==> src/rtl/board_pkg.sv <==
// Shared board geometry, scan state encoding and row helpers for the LED matrix scanner.
package board_pkg;
  localparam int BOARD_W = 32;
  localparam int ROWS    = 8;
  localparam int COLS    = 4;
  localparam int ROW_W   = $clog2(ROWS);

  typedef enum logic [1:0] {
    IDLE = 2'd0,
    SHOW = 2'd1,
    GAP  = 2'd2
  } scan_state_t;

  function automatic logic [COLS-1:0] row_slice(input logic [BOARD_W-1:0] board,
                                                input logic [ROW_W-1:0]   row);
    return board[row*COLS +: COLS];
  endfunction

  function automatic logic [ROWS-1:0] row_onehot(input logic [ROW_W-1:0] row);
    logic [ROWS-1:0] v;
    v = '0;
    v[row] = 1'b1;
    return v;
  endfunction
endpackage

==> src/rtl/board_scan_row_timer.sv <==
// Dwell/blank down-counter: phase_end on the last cycle of a SHOW or GAP phase,
// row_end on the last cycle of a whole row slot; strobes are combinational, no backpressure.
module row_timer #(
  parameter int DWELL = 16,
  parameter int BLANK = 1
) (
  input  logic clka,
  input  logic restart,
  input  logic run,
  input  logic in_gap,
  output logic phase_end,
  output logic row_end
);
  localparam int MAXC = (DWELL > BLANK) ? DWELL : BLANK;
  localparam int CW   = (MAXC > 1) ? $clog2(MAXC) : 1;
  localparam logic [CW-1:0] DWELL_LD = CW'(DWELL - 1);
  localparam logic [CW-1:0] BLANK_LD = CW'((BLANK > 0) ? BLANK - 1 : 0);

  logic [CW-1:0] cnt;

  assign phase_end = run && (cnt == '0);
  // With no blank phase the dwell phase itself closes the row slot.
  assign row_end   = phase_end && (in_gap || (BLANK == 0));

  always_ff @(posedge clka or posedge restart) begin
    if (restart) begin
      cnt <= '0;
    end else if (!run) begin
      cnt <= DWELL_LD;
    end else if (phase_end) begin
      cnt <= (!in_gap && (BLANK > 0)) ? BLANK_LD : DWELL_LD;
    end else begin
      cnt <= cnt - 1'b1;
    end
  end
endmodule

==> src/rtl/board_scan.sv <==
// Double-buffered LED matrix row scanner; first row appears two edges after the first load,
// loads are never refused (last one per frame wins). Optional flash on game-over: BOARD_SCAN_FLASH_EN.
module board_scan
  import board_pkg::*;
#(
  parameter int DWELL = 16,
  parameter int BLANK = 1
) (
  input  logic               clka,
  input  logic               restart,
  input  logic [BOARD_W-1:0] board_in,
  input  logic               load,
  input  logic               error,
  output logic [ROWS-1:0]    row_sel,
  output logic [COLS-1:0]    col_data,
  output logic               frame_done
);
  scan_state_t        state;
  logic [BOARD_W-1:0] active;
  logic [BOARD_W-1:0] pending;
  logic               pending_valid;
  logic [ROW_W-1:0]   row;
  logic               frame_tog;
  logic               phase_end;
  logic               row_end;
  logic               wrap;
  logic               blank_cols;

  assign wrap = row_end && (row == ROW_W'(ROWS - 1));

  row_timer #(
    .DWELL (DWELL),
    .BLANK (BLANK)
  ) u_row_timer (
    .clka      (clka),
    .restart   (restart),
    .run       (state != IDLE),
    .in_gap    (state == GAP),
    .phase_end (phase_end),
    .row_end   (row_end)
  );

`ifdef BOARD_SCAN_FLASH_EN
  logic flash;

  // Game-over is only looked at on frame boundaries so a frame is never half-flashed.
  always_ff @(posedge clka or posedge restart) begin
    if (restart) begin
      flash <= 1'b0;
    end else if (wrap) begin
      flash <= error;
    end
  end

  assign blank_cols = flash && frame_tog;
`else
  logic unused_error;
  assign unused_error = error;
  assign blank_cols   = 1'b0;
`endif

  always_ff @(posedge clka or posedge restart) begin
    if (restart) begin
      state         <= IDLE;
      active        <= '0;
      pending       <= '0;
      pending_valid <= 1'b0;
      row           <= '0;
      frame_tog     <= 1'b0;
      row_sel       <= '0;
      col_data      <= '0;
      frame_done    <= 1'b0;
    end else begin
      frame_done <= wrap;
      row_sel    <= (state == SHOW) ? row_onehot(row) : '0;
      col_data   <= ((state == SHOW) && !blank_cols) ? row_slice(active, row) : '0;

      case (state)
        IDLE: begin
          if (load) begin
            active <= board_in;
            row    <= '0;
            state  <= SHOW;
          end
        end
        default: begin
          if (row_end) begin
            state <= SHOW;
            row   <= wrap ? '0 : row + 1'b1;
          end else if (phase_end) begin
            state <= GAP;
          end

          if (load) begin
            pending       <= board_in;
            pending_valid <= 1'b1;
          end

          // The old pending board swaps in even when a new one lands on this same edge.
          if (wrap) begin
            frame_tog <= ~frame_tog;
            if (pending_valid) begin
              active <= pending;
              if (!load) begin
                pending_valid <= 1'b0;
              end
            end
          end
        end
      endcase
    end
  end
endmodule
==> config.mk <==
export PLATFORM = sky130hd
export DESIGN_NAME = board_scan
export DESIGN_NICKNAME = d
export VERILOG_FILES = /design/src/rtl/board_pkg.sv /design/src/rtl/board_scan_row_timer.sv /design/src/rtl/board_scan.sv
export SDC_FILE = /design/constraint.sdc
export NUM_CORES = 1
export LEC_CHECK = 0
export ABC_AREA = 1
export CORE_MARGIN = 2
export CORE_UTILIZATION = 51
export DETAILED_ROUTE_END_ITERATION = 10
export GPL_ROUTABILITY_DRIVEN = 0
export MAX_ROUTING_LAYER = met4
export PLACE_DENSITY = 0.87
export SLEW_MARGIN = 20
export SYNTH_ARGS = -nofsm -noshare
export SYNTH_HDL_FRONTEND = slang
export SYNTH_HIERARCHICAL = 1
export SYNTH_SLANG_ARGS = --single-unit
==> constraint.sdc <==
create_clock -name clka -period 2.65 [get_ports clka]
set_input_delay 0.3975 -clock clka [delete_from_list [all_inputs] [get_ports clka]]
set_output_delay 0.3975 -clock clka [all_outputs]
set_load 0.1 [all_outputs]
* Word level (Yosys, flattened, before mapping)
Index checks and enable logic that the tools add are counted.
** Storage, ports and cells
- Output and inout port bits :: 13
- Bits in registers :: 87
- Logic and storage cells :: 57
- Input bits :: 36
** Cells by class
- Add/sub/neg operators :: 2
- Order comparisons :: 2
- Reduce and logical (&&, ||, !) cells :: 15
- Shift operators :: 1
- Equality and inequality tests :: 4
- Multiplexer cells :: 23
- Bitwise gates (word level) :: 1
** Operators by type and width (number)
- 32-bit two-way mux :: 4
- 32-bit by 6-bit variable part select with 4-bit output :: 1
- 4-bit two-way mux :: 4
- 3-bit two-way mux :: 4
- 2-bit two-way mux :: 4
- 8-bit two-way mux :: 1
- 2-bit nonzero test :: 4
- 2-bit AND reduction :: 3
- 1-bit two-way mux :: 5
- 1-bit logical AND :: 4
- 4-bit zero test :: 1
- 3-bit by 4-bit less-than comparator with 1-bit output (second input constant) :: 1
- 4-bit by 1-bit subtractor with 4-bit output (second input constant) :: 1
- 3-bit by 1-bit adder with 3-bit output (second input constant) :: 1
- 1-bit demux with 3-bit select :: 1
- 3-bit == test (second input constant) :: 1
- 3-bit by 1-bit greater-or-equal comparator with 1-bit output (second input constant) :: 1
- 3-bit AND reduction :: 1
- 3-bit nonzero test :: 1
- 2-bit by 1-bit == test with 1-bit output (second input constant) :: 1
- 2-bit == test (second input constant) :: 1
- 2-bit zero test :: 1
- 2-bit inequality test (second input constant) :: 1
- 1-bit NOT :: 1

* Longest topological paths before layout
Gate-level depths: netlist (run 1).
- Depth after elaboration :: 7
- Gate-level depth with buffers :: 15
- Mapped depth without buffers :: 14

* Hierarchy
Netlist (run 1), hierarchy kept.
** Modules (own cells, without submodules)
- board_scan :: instances 1, cells an instance 515, area each 4003.8 um^2, sequential area each 2077.0 um^2
- row_timer :: instances 1, cells an instance 34, area each 256.5 um^2, sequential area each 100.1 um^2

* Worst setup path after synthesis (run 1)
Ideal clock, no wire load.
- Path type :: reg2reg
- From :: register state[0]
- To :: register active[10]
- Setup time :: 116 ps
- Cell stages (with the launch flop) :: 16
- Arrival time :: 1563 ps
- Slack :: 971 ps
- Clock period less this slack :: 1679 ps
- Buffers on the path :: 1
- Required time :: 2534 ps
- Path through :: dfrtp_1 -> nor2_4 -> inv_4 -> inv_1 -> nor2_2 -> nand3_1 -> inv_1 -> nand2_1 -> inv_1 -> nand2_1 -> nand2_1 -> nand2_2 -> inv_4 -> buf_6 -> nand2_1 -> nand2_1
** On the way
- Word-level cells in the longest chain between the ends :: 6
- Elaborated cells on any way between the ends :: 11
- Classes of those cells :: eq/ne: 2; mux: 1; reduce/logical: 8
** RTL lines
- start, declared :: RTL line board_scan.sv:18 : scan_state_t state;
- start signal, assigned :: RTL line board_scan.sv:64 : state <= IDLE;
- start signal, assigned :: RTL line board_scan.sv:83 : state <= SHOW;
- start signal, assigned :: RTL line board_scan.sv:88 : state <= SHOW;
- 2-bit nonzero test :: RTL line board_scan.sv:37 : .run (state != IDLE),
- 1-bit logical AND :: RTL line board_scan_row_timer.sv:21 : assign phase_end = run && (cnt == '0);
- 1-bit logical AND (*) :: RTL line board_scan_row_timer.sv:23 : assign row_end = phase_end && (in_gap || (BLANK == 0));
- net row_end :: RTL line board_scan.sv:25 : logic row_end;
- 1-bit logical AND (*) :: RTL line board_scan.sv:29 : assign wrap = row_end && (row == ROW_W'(ROWS - 1));
- net wrap :: RTL line board_scan.sv:26 : logic wrap;
- 2-bit nonzero test (no source line) (*)
- 3-bit AND reduction (no source line) (*)
- end signal, assigned :: RTL line board_scan.sv:81 : active <= board_in;
- end signal, assigned :: RTL line board_scan.sv:103 : active <= pending;
- end, declared :: RTL line board_scan.sv:19 : logic [BOARD_W-1:0] active;
Mark *: on every way through the listed nets, which the timed path passes. The rest lies on a longest branch.
A chain may end at the register's enable or synchronous reset.

* Final worst setup path (run 1)
- From :: register u_row_timer.cnt[1]
- To :: register active[8]
** On the way
- Word-level cells in the longest chain between the ends :: 6
** RTL lines
- start, declared :: RTL line board_scan_row_timer.sv:19 : logic [CW-1:0] cnt;
- start signal, assigned :: RTL line board_scan_row_timer.sv:31 : cnt <= (!in_gap && (BLANK > 0)) ? BLANK_LD : DWELL_LD;
- start signal, assigned :: RTL line board_scan_row_timer.sv:33 : cnt <= cnt - 1'b1;
- 4-bit zero test :: RTL line board_scan_row_timer.sv:21
- 1-bit logical AND :: RTL line board_scan_row_timer.sv:21
- 1-bit logical AND :: RTL line board_scan_row_timer.sv:23
- net row_end :: RTL line board_scan.sv:25
- 1-bit logical AND :: RTL line board_scan.sv:29
- net wrap :: RTL line board_scan.sv:26
- 2-bit nonzero test (no source line)
- 3-bit AND reduction (no source line)
The timed path passes the listed nets, and every way through them passes these cells.

==> results.toml, run 1 <==
[status]
run_status = "finished, final reports clean"

[drt]
met2_length_um = 4017
drt-vias-per-instance = 4.903
drt_pre_antenna_iters = 4
detail-route-antenna-nets = 0
m1WireLength_um = 3583
drc = 0
post_drt_wl_per_cell_um = 11.51
num_vias = 3427
wl_um = 8044
wl_met3_um = 288
top_layer = "met4"
drtIter0Drc = 230

[critical_path]
path_class = "reg2reg"
crit_slowest_cell = "dfrtp_1"
critPathRequiredTime_ns = 2.95
worstPathMaxFanout = 32
worstSetupEndpointType = "flop"
path_delay_family = "simple AND/OR/NAND/NOR gates"
critPathMaxStageDelay_ns = 0.39
path_cells = "inv_1 -> ha_1 -> inv_1 -> nor2_2 -> nand3_1 -> inv_1 -> nand2_1 -> inv_1 -> nand2_1 -> nand2_1 -> nand2_2 -> inv_4 -> nand2_1 -> nand2_1"
worst_path_most_repeated_cell = "nand2_1"
start_kind = "flop"
crit_arrival_ns = 2.39
cp_num_buf_inv = 5

[die]
die_area_um2 = 9101
die_x_um = 95.40
initial_utilization = 0.5211
coreArea_um2 = 8175
die_h_um = 95.40
rows = 33
io_pins = 49

[sta]
fin_ws_ns = 0.5587
relSlewSlack = 0.6127
finalSetupTns_ns = 0
clock_skew_ns = 0.008094
rsz0062_at_grt = "no"
finalHoldViolations = 0
min_period_over_period = 0.7892
fin_hold_ws_ns = 0.2673
clock.fmax_mhz = 478.2
min_period_ns = 2.091
setup-violations-final = 0
worstMarginPinSlew_ns = 0.5809
maxSlewViolCount = 0

[power]
p_per_area_nw_per_um2 = 509.4
clkPwrFrac = 0.366
leakage_nw = 2.588
seq_power_share = 0.552
vdd_drop_max_uv = 285.8
p_sw_mw = 0.5860
intPower_mw = 1.915
p_comb_frac = 0.082
swShare = 0.2343
total_power_mw = 2.501

[grt]
grt_pass1_vias = 3308
grt_first_pass_wirelength_um = 13810
antenna_found_initial = 0
grt_usage = 0.1988
grt_max_degree = 84
grt-ovfl-total = 0

[worst_hold_path]
hp-class = "in2async"

[synthesis]
ys_ff_latch = 87
synth.yosys.warnings = 6
synthCells = 549
syn-num-nets = 589
seq_area_frac_synth = 0.5110
syn_avg_cell_area_um2 = 7.760
syn_area_um2 = 4260
synth.distinct_cells = 22

[cts]
htree_levels = 3
hold_buffers = 0
cts_buffers = 9
cts.sinks = 87
insertion_delay_ns = 0.36
clockBufferDepth = 2
cts_setup_buffers = 0
postCtsResizedCells = 0
cts_tree = "built"
cts-root-buf = "clkbuf_8"
path_clk_slew_ns = 0.08

[final_layout]
syn2layout_area_growth_pct = 15.27
fin_area_um2 = 4911
diodes = 0
drive_gt1_frac = 0.1111
nets = 629

[place]
dp_hpwl_um = 5544
placed_cell_area_um2 = 4713
place_ws_ns = 0.6057
io_buffers = 47

[job]
max_cap_violations = 0
## registers in the layout, indices dropped and copies added (netlist names)
| signal | cells |
|---|---|
| pending | 32 |
| state | 2 |
| pending_valid | 1 |
| u_row_timer/cnt | 4 |
| col_data | 4 |
| row | 3 |
| active | 32 |
| frame_done | 1 |
| row_sel | 8 |
## worst register-to-register path: stages (launching register included)
cell and delay, ns:
dfrtp_1 0.39, inv_1 0.09, ha_1 0.18, inv_1 0.06
nor2_2 0.11, nand3_1 0.10, inv_1 0.15, nand2_1 0.09
inv_1 0.10, nand2_1 0.06, nand2_1 0.07, nand2_2 0.15
inv_4 0.30, nand2_1 0.12, nand2_1 0.07
## metrics by stage
stage,std cells,utilization
2_1_floorplan,549,-
3_3_place_gp,683,0.5765
3_5_place_dp,683,0.5765
4_1_cts,699,0.6007
5_1_grt,699,0.6007
6_report,699,0.6007
## final timing paths
kind                            cells after the start  slack (ns)                         start                           end
worst max-delay path                               14        0.56  u_row_timer/cnt[1]$_DFF_PP0_         active[8]$_DFFE_PP0P_
worst min-delay path                                2        0.27                       restart  u_row_timer/cnt[2]$_DFF_PP0_
worst max register to register                     14        0.56  u_row_timer/cnt[1]$_DFF_PP0_         active[8]$_DFFE_PP0P_
worst min register to register                      2        0.48         active[2]$_DFFE_PP0P_         active[2]$_DFFE_PP0P_
max in group asynchronous                           3        1.83                       restart         active[8]$_DFFE_PP0P_
min in group clka                                   2        0.48         active[2]$_DFFE_PP0P_         active[2]$_DFFE_PP0P_
## final cells by class
| type | count | area [µm²] |
|---|---|---|
| Clock buffer | 10 | 137.6 |
| Clock inverter | 6 | 60.06 |
| Fill cell | 705 | 3264 |
| Inverter | 86 | 327.8 |
| Multi-Input combinational cell | 353 | 1577 |
| Sequential cell | 87 | 2177 |
| Tap cell | 105 | 131.4 |
| Timing Repair Buffer | 52 | 500.5 |
## power by group through the flow
stage / Combinational (mW) / Sequential, mW / Clock (mW)
final: 0.205 / 1.38 / 0.916
after global routing: 0.228 / 1.38 / 0.991
after CTS: 0.209 / 1.38 / 0.938
after detailed placement: 0.208 / 1.41 / 0
after global placement: 0.199 / 1.40 / 0
after floorplan: 0.125 / 1.40 / 0
## placed cells by master (no fill, tap or decap), types with 2 or more instances in the layout
cell,instances
nand2_1,192
dfrtp_1,87
inv_1,80
nor2_1,56
o21ai_0,36
clkdlybuf4s50_1,34
nand3_1,21
a21oi_2,17
a21oi_1,16
buf_4,16
clkbuf_8,10
nand2_2,4
inv_2,4
ha_1,4
clkinv_2,3
inv_4,2
clkinvlp_4,2
buf_12,2
nor2_2,2
## synth_stat cells
library cell  count  area share
a21oi_1          16       0.019
buf_2             8      0.0094
buf_4             4      0.0070
clkbuf_1          2      0.0018
a31oi_2           1      0.0029
nor2_1           56       0.049
nand3_1          21       0.025
dfrtp_1          87        0.51
o21ai_0          36       0.042
inv_1            81       0.071
inv_4             2      0.0029
nand2_1         192        0.17
nand2_2           4      0.0059
or2_2             1      0.0015
a21oi_2          17       0.035
o21ai_1           1      0.0012
ha_1              4       0.012
buf_6             9       0.024
nor2_4            1      0.0026
inv_2             3      0.0026
nor2_2            2      0.0029
xor2_1            1      0.0021
## cell families after synthesis
kind of cell / count (synthesis) / share of synthesized area
AND/OR/NAND/NOR: 277 / 0.2561
buffers and inverters: 109 / 0.1189
flip-flops: 87 / 0.5110
AO/OA/AOI/OAI: 71 / 0.1001
adder cells (fa/ha/maj): 4 / 0.01175
XOR/XNOR: 1 / 0.002056
## per-layer routing
metal / global-route usage / up-vias
met1: 0.2370 / 1615
met3: 0.03004 / 17
met2: 0.3363 / 62
met5: - / -
met4: 0.08690 / 0
li1: - / 1733
No activity file was read; power rests on OpenSTA's default activity.
==> run 2: changes to the inputs <==
==> constraint.sdc (replaced) <==
create_clock -name clka -period 1.7 [get_ports clka]
set_input_delay 0.255 -clock clka [delete_from_list [all_inputs] [get_ports clka]]
set_output_delay 0.255 -clock clka [all_outputs]
set_load 0.1 [all_outputs]
==> results.toml, run 2 (synthesis results as in run 1) <==
[critical_path]
cp-startpoint = "u_row_timer/cnt[1]$_DFF_PP0_"
cp_num_buf_inv = 5
path_depth = 14
worst_path_most_repeated_cell = "inv_2"
r2r-start = "u_row_timer/cnt[1]$_DFF_PP0_"
path_class = "reg2reg"
worstPathMaxFanout = 8
rr_worst_depth = 14
crit_arrival_ns = 1.97
start_kind = "flop"
critPathRequiredTime_ns = 1.95
crit_slowest_cell = "dfrtp_1"
path_delay_family = "simple AND/OR/NAND/NOR gates"
worstSetupEndpointType = "flop"
critPathMaxStageDelay_ns = 0.39
path_cells = "inv_2 -> ha_4 -> inv_2 -> nor2_4 -> nand3_2 -> inv_2 -> nand2_2 -> inv_2 -> nand2_2 -> nand2_4 -> nand2_8 -> clkbuf_16 -> nand2_1 -> nand2_1"

[drt]
drtIter0Drc = 298
wl_um = 9799
post_drt_wl_per_cell_um = 13.57
drt_pre_antenna_iters = 6
drt-vias-per-instance = 5.008
detail-route-antenna-nets = 0
num_vias = 3616
drc = 0

[power]
leakage_nw = 2.817
p_per_area_nw_per_um2 = 706.5
total_power_mw = 3.987
vdd_drop_max_uv = 494.8

[cts]
hold_buffers = 0
insertion_delay_ns = 0.37
htree_levels = 3
cts_tree = "built"
cts_buffers = 9
cts-root-buf = "clkbuf_8"
clockBufferDepth = 2
cts.sinks = 87
path_clk_slew_ns = 0.08

[die]
coreArea_um2 = 8175
die_h_um = 95.40
io_pins = 49
rows = 33
die_area_um2 = 9101
initial_utilization = 0.5211
die_x_um = 95.40

[place]
io_buffers = 47
dp_hpwl_um = 5932
placed_cell_area_um2 = 4980
place_ws_ns = -0.1264

[grt]
grt_max_degree = 44
grt_first_pass_wirelength_um = 15970
grt_usage = 0.2350
grt-ovfl-total = 0
antenna_found_initial = 0
grt_pass1_vias = 3623

[sta]
min_period_ns = 1.722
clock.fmax_mhz = 580.7
maxSlewViolCount = 0
fin_ws_ns = -0.02197
setup-violations-final = 5
finalSetupTns_ns = -0.05956
worstMarginPinSlew_ns = 0.3861
finalHoldViolations = 0
rsz0062_at_grt = "yes"
clock_skew_ns = 0.008118
min_period_over_period = 1.013
relSlewSlack = 0.7416

[final_layout]
diodes = 0
fin_area_um2 = 5644
nets = 652
final_cell_mix = "144 x nand2_1, 86 x dfrtp_1, 75 x inv_1, 55 x nor2_1, 35 x o21ai_0"
drive_gt1_frac = 0.2366
syn2layout_area_growth_pct = 32.48
utilization = 0.6904
layout_commonest_cell = "nand2_1"
reg_top3 = "active x32, pending x32, row_sel x8"

[worst_hold_path]
hp-class = "in2async"

[status]
violations = "negative setup slack"
run_status = "complete, but fails checks"

[job]
max_cap_violations = 0
run 2: cell types whose count changed in the layout (fill, tap and decap cells not counted), moves of 2 or more:
cell     before  now
nand2_1     192  144
nand2_2       4   32
nand2_4       0   19
buf_12        2   18
inv_1        80   75
inv_2         4    8
nor2_4        1    4
buf_16        0    2
buf_4        16   18
buf_6         0    2
nor2_2        2    0
run 2: metrics by stage:
step / std cells / hold slack (ns)
floorplan: 549 / 0.02108
global placement: 693 / 0.4656
detailed placement: 693 / 0.4691
CTS: 719 / 0.1650
global route: 722 / 0.1764
finish: 722 / 0.1698
run 2: repair_timing:
item                                    4_1_cts  5_1_grt
setup buffers                                 8        2
resized for setup                            26       69
pin swaps                                    10       19
cloned                                        2        1
endpoints found under the setup margin       33       37
run 2: area by class of cell:
| cell class | instances | area, µm² |
|---|---|---|
| clock buffer | 11 | 151.4 |
| tap | 105 | 131.4 |
| inverter | 86 | 345.3 |
| multi-input combinational | 353 | 1843 |
| timing repair buffer | 75 | 938.4 |
| clock inverter | 5 | 56.30 |
| fill | 553 | 2531 |
| sequential | 87 | 2178 |
run 2: where the power goes:
part | internal, mW | switching [mW]
sequential | 2.13 | 0.0180
combinational | 0.152 | 0.184
clock | 0.757 | 0.744
total | 3.04 | 0.946
run 2: worst paths after layout:
path | to | slack (ns)
setup / recovery | active[25]$_DFFE_PP0P_ | -0.02
hold / removal | u_row_timer/cnt[2]$_DFF_PP0_ | 0.17
setup reg to reg | active[25]$_DFFE_PP0P_ | -0.02
hold reg to reg | active[16]$_DFFE_PP0P_ | 0.50
max in group asynchronous | active[18]$_DFFE_PP0P_ | 0.92
min in group clka | pending[31]$_DFFE_PP0P_ | 0.48
run 2: per-layer routing:
layer	GRT usage	routed length, µm	vias to the layer above
met1	0.2727	3881	1678
li1	-	-	1779
met5	-	0	-
met2	0.3979	5246	130
met4	0.08452	229	0
met3	0.05850	442	29
==> run 3: changes to the inputs <==
--- a/config.mk
+++ b/config.mk
@@ -10,6 +10,7 @@
 export CORE_UTILIZATION = 51
 export DETAILED_ROUTE_END_ITERATION = 10
 export GPL_ROUTABILITY_DRIVEN = 0
+export GPL_TIMING_DRIVEN = 0
 export MAX_ROUTING_LAYER = met4
 export PLACE_DENSITY = 0.87
 export SLEW_MARGIN = 20
==> results.toml, run 3 (synthesis results as in run 1) <==
[grt]
grt_first_pass_wirelength_um = 16220
grt_usage = 0.2379
grt_pass1_vias = 3642
antenna_found_initial = 0
grt-ovfl-total = 0
grt_max_degree = 37

[final_layout]
utilization = 0.6879
syn2layout_area_growth_pct = 32.01
nets = 674
reg_top3 = "active x32, pending x32, row_sel x8"
drive_gt1_frac = 0.2285
layoutNonFillerInstCount = 744
final_cell_mix = "161 x nand2_1, 87 x dfrtp_1, 75 x inv_1, 56 x nor2_1, 36 x o21ai_0"
layout_commonest_cell = "nand2_1"
diodes = 0

[place]
dp_hpwl_um = 6426
io_buffers = 47
placed_cells = 703

[critical_path]
crit_slowest_cell = "dfrtp_1"
cp_num_buf_inv = 6
critPathMaxStageDelay_ns = 0.44
worst_path_most_repeated_cell = "nand2_2"
worstSetupEndpointType = "flop"
critPathRequiredTime_ns = 1.95
path_class = "reg2reg"
worstPathMaxFanout = 8
start_kind = "flop"
path_cells = "nor2_4 -> inv_4 -> inv_4 -> nor2_4 -> nand3_2 -> inv_2 -> nand2_2 -> inv_2 -> nand2_2 -> nand2_2 -> nand2_4 -> clkinv_8 -> buf_8 -> nand2_4 -> nand2_2"
path_delay_family = "simple AND/OR/NAND/NOR gates"
crit_arrival_ns = 2.05

[sta]
min_period_over_period = 1.057
min_period_ns = 1.797
rsz0062_at_grt = "yes"
clock.fmax_mhz = 556.5
worstMarginPinSlew_ns = 0.5518
clock_skew_ns = 0.007682
relSlewSlack = 0.6338
finalHoldViolations = 0
maxSlewViolCount = 0
fin_ws_ns = -0.09709
setup-violations-final = 31

[cts]
cts_tree = "built"
insertion_delay_ns = 0.37
cts_buffers = 9
clockBufferDepth = 2
htree_levels = 3
cts-root-buf = "clkbuf_8"
path_clk_slew_ns = 0.09
hold_buffers = 0
cts.sinks = 87

[die]
rows = 33
die_x_um = 95.40
coreArea_um2 = 8175
io_pins = 49
die_area_um2 = 9101
initial_utilization = 0.5211
die_h_um = 95.40

[worst_hold_path]
hp-class = "in2async"

[drt]
wl_um = 10870
drt_pre_antenna_iters = 6
post_drt_wl_per_cell_um = 14.60
drc = 0
drtIter0Drc = 443
num_vias = 3845
detail-route-antenna-nets = 0
drt-vias-per-instance = 5.168

[power]
p_per_area_nw_per_um2 = 835.4
leakage_nw = 2.900
total_power_mw = 4.698
vdd_drop_max_uv = 432.7

[job]
max_cap_violations = 0

[status]
violations = "negative setup slack"
run_status = "complete, but fails checks"
==> run 3: final timing paths <==
check	cells past startpoint	slack (ns)	to	start
worst max-delay path	15	-0.1	active[4]$_DFFE_PP0P_	state[0]$_DFFE_PP0P_
worst min-delay path	2	0.15	u_row_timer/cnt[2]$_DFF_PP0_	restart
worst max register to register	15	-0.1	active[4]$_DFFE_PP0P_	state[0]$_DFFE_PP0P_
worst min register to register	2	0.49	active[14]$_DFFE_PP0P_	active[14]$_DFFE_PP0P_
max in group asynchronous	3	0.89	active[19]$_DFFE_PP0P_	restart
min in group clka	3	0.48	pending[22]$_DFFE_PP0P_	board_in[22]
==> run 3: through the flow <==
stage	cell area, µm²	TNS [ns]	hold slack (ns)	worst slack, ns
3_3_place_gp	4866	-39.97	0.4636	-0.3952
3_5_place_dp	4906	-9.020	0.4649	-0.3064
4_1_cts	5390	0	0.1674	0.0006175
2_1_floorplan	4264	0	0.02108	0.02087
5_1_grt	5624	-3.705	0.1771	-0.1516
6_report	5624	-2.028	0.1499	-0.09709
==> run 3: cell type report <==
class,instances,area (µm²)
Multi-Input combinational cell,353,1712
Inverter,86,344.1
Sequential cell,87,2177
Tap cell,105,131.4
Clock inverter,6,180.2
Buffer,23,209.0
Fill cell,547,2551
Timing Repair Buffer,74,743.2
Clock buffer,10,127.6
==> run 3: power by group <==
| part | internal [mW] | switching (mW) | leakage [nW] |
|---|---|---|---|
| registers | 2.13 | 0.0188 | 1.09 |
| clock network | 1.42 | 0.764 | 0.151 |
| logic | 0.156 | 0.203 | 1.66 |
| total | 3.71 | 0.986 | 2.90 |
==> run 3: repair_timing <==
action | 4_1_cts | 5_1_grt
endpoints found under the setup margin | 49 | 38
pin swaps | 5 | 20
gates cloned | 2 | 1
buffers inserted | 13 | 9
hold endpoints to repair | 0 | 0
resized for setup | 58 | 46
==> run 3: routing by layer <==
layer / GRT usage / part of all wire / up-vias
met5: - / 0 / -
met4: 0.1048 / 0.038 / 0
met3: 0.02372 / 0.051 / 41
met2: 0.4096 / 0.51 / 163
met1: 0.2850 / 0.40 / 1826
li1: - / - / 1815
==> RTL edit, RTL diff (flow settings as in run 2) <==
Add a define of `BOARD_SCAN_FLASH_EN`.
--- a/src/rtl/board_scan.sv
+++ b/src/rtl/board_scan.sv
@@ -1,4 +1,6 @@
 // Double-buffered LED matrix row scanner; first row appears two edges after the first load,
 // loads are never refused (last one per frame wins). Optional flash on game-over: BOARD_SCAN_FLASH_EN.
+`define BOARD_SCAN_FLASH_EN
+
 module board_scan
   import board_pkg::*;
Formal check against the unedited RTL: same outputs for any inputs over 10 cycles, from zero or initial values; that may be too few to reach the edited logic, so the function may still have changed.
==> RTL edit against run 2 <==
  * The run still ends with negative setup slack left
  * Sequential cell count rose by 2
  * Routed wire length rose by 1.7%
  * Clock skew rose by 0.0047 ns
  * Die area barely moved
  * Worst setup slack got worse by 0.0084 ns
  * Hold slack improved by 0.0033 ns
  * Synthesized area barely moved
  * Synthesized cell count fell by 5.1%
  * Count of clock-buffer cells in the layout rose by 1
  * Combinational power rose by 53%
  * Cell area fell by 0.53%
  * Power rose by 7.1%
  * Critical path type unchanged
==> RTL edit: results <==
group,metric,value,unit
setup_path,crit_path_max_fanout,7,
grt,grt_use_total,23.4,%
sta,setup_viol,17,
placement,place_area,0.00509,mm^2
setup_path,slowest_stage,"dfrtp_1",
setup_path,arrival,1.98,ns
power_and_ir_drop,ir_drop,0.000474,V
logic_synthesis,synth_compound_area_share,13.7,%
sta,skew,0.0128,ns
logic_synthesis,syn_inst,521,
outcome,violations,"negative setup slack",
drt,dr.pass1.iters,5,
grt,grt_pass1_vias,3579,
layout,nets,630,
logic_synthesis,synth-xor-area-share,0.411,%
logic_synthesis,synth_nets,561,
placement,dp_hpwl,5.99,mm
logic_synthesis,synth_fa_ha_area_share,1.17,%
logic_synthesis,synth_common_cells,"nand2_1, dfrtp_1, inv_1",
logic_synthesis,yosysUniqueCellTypes,24,
logic_synthesis,synth_mux_area_share,0,%
power_and_ir_drop,p_switching,1.07,mW
clock_network,worstSkewPairLatency,0.36,ns
drt,num_vias,3715,
outcome,status,"finished, violations left",
clock_network,clockBufferDepth,2,
setup_path,slowest_delay,0.42,ns
logic_synthesis,yosys_most_used_dff,"dfrtp_1",
layout,reg.largest.list,"active x32, pending x32, row_sel x8",
sta,max_slew_margin,67.5,%
grt,grt_max_degree,57,
layout,insertedDiodeCount,0,
layout,nFillCells,567,
placement,dp_cells,669,
logic_synthesis,async_reset_ff_share,100,%
drt,detail_route.iter0.violations,539,
layout,final_cells,700,
clock_network,htreeDepth,3,
placement,port_buffers,48,
logic_synthesis,synth_area_leaders,"dfrtp_1, nand2_1, inv_1",
power_and_ir_drop,p_leak,2.73,nW
grt,grt_pass1_wl,16.0,mm
layout,drive_gt1_share,22.0,%
clock_network,path_clk_slew,0.09,ns
drt,wl_per_cell,14.2,um
sta,setup_ws,-0.0304,ns
logic_synthesis,seq_area_frac_synth,52.2,%
clock_network,clockRootBuffer,"clkbuf_8",
-- RTL edit: changes by cell type in the layout (fill, tap and decap cells not counted), moves of 4 or more --
cell / run 2 / this run
o21ai_0: 35 / 28
o21ai_2: 0 / 4
nor2_2: 0 / 11
nand2_2: 32 / 13
a21oi_1: 16 / 7
o21ai_1: 2 / 39
nand2_4: 19 / 6
buf_12: 18 / 24
nand2_1: 144 / 122
nor2_1: 55 / 39
-- RTL edit: what timing repair did --
action	in CTS	in global routing
pin swaps	5	4
gates cloned	3	4
gates resized for setup	15	23
setup endpoints to repair	32	36
setup buffers	11	1
-- RTL edit: final timing paths --
path,startpoint,end,slack (ns),cells past startpoint
setup / recovery,u_row_timer/cnt[1],active[28],-0.03,12
max in group asynchronous,restart,row_sel[4],0.92,3
setup reg to reg,u_row_timer/cnt[1],active[28],-0.03,12
hold reg to reg,frame_tog,frame_tog,0.50,1
min in group clka,error,flash,0.43,3
hold / removal,restart,u_row_timer/cnt[3],0.17,2
-- RTL edit: power groups by stage --
| stage | clock (mW) | combinational (mW) | sequential [mW] |
|---|---|---|---|
| floorplan | 0 | 0.266 | 2.34 |
| global placement | 0 | 0.484 | 2.30 |
| detailed placement | 0 | 0.499 | 2.31 |
| CTS | 1.50 | 0.500 | 2.27 |
| global route | 1.60 | 0.569 | 2.28 |
| finish | 1.49 | 0.513 | 2.27 |
-- RTL edit: layout make-up --
type                       instances  area, um^2  area share (%)
clock inverter                     4        51.3           0.914
tap                              105         131            2.34
clock buffer                      12         155            2.76
inverter                          85         330            5.88
multi-input combinational        325        1690            30.0
sequential                        89        2230            39.7
timing repair buffer              80        1030            18.4
-- RTL edit: per-stage QoR --
stage          setup slack, ns  setup TNS (ns)
6_report               -0.0304          -0.226
5_1_grt                 -0.100           -2.58
4_1_cts                -0.0370          -0.561
3_5_place_dp            -0.179           -4.17
3_3_place_gp           0.00204               0
2_1_floorplan           -0.120           -3.42
-- RTL edit: kinds of logic (layout without fill, tap and decap cells) --
family,count (synthesis),after routing
simple gates,218,219
xor+xnor,2,2
buf+inv,108,181
compound gates,100,100
flops,89,89
fa+ha+maj,4,4
-- RTL edit: layer usage --
| layer | part of all wire, % | wire [um] | vias up | GRT usage (%) |
|---|---|---|---|---|
| met5 | 0 | 0 | - | - |
| met4 | 3.9 | 385 | 0 | 11.8 |
| met3 | 5.5 | 553 | 55 | 3.87 |
| met2 | 52 | 5160 | 186 | 38.4 |
| met1 | 39 | 3860 | 1739 | 28.0 |
| li1 | - | - | 1735 | - |
-- RTL edit: critical path, delay by kind of cell, from the launching register on --
kind | cells | cell delay (ns)
DFF | 1 | 0.42
buffers and inverters | 4 | 0.39
adders and majority gates | 1 | 0.14
and+or+nand+nor | 6 | 0.59
AOI/OAI and AO/OA | 1 | 0.07
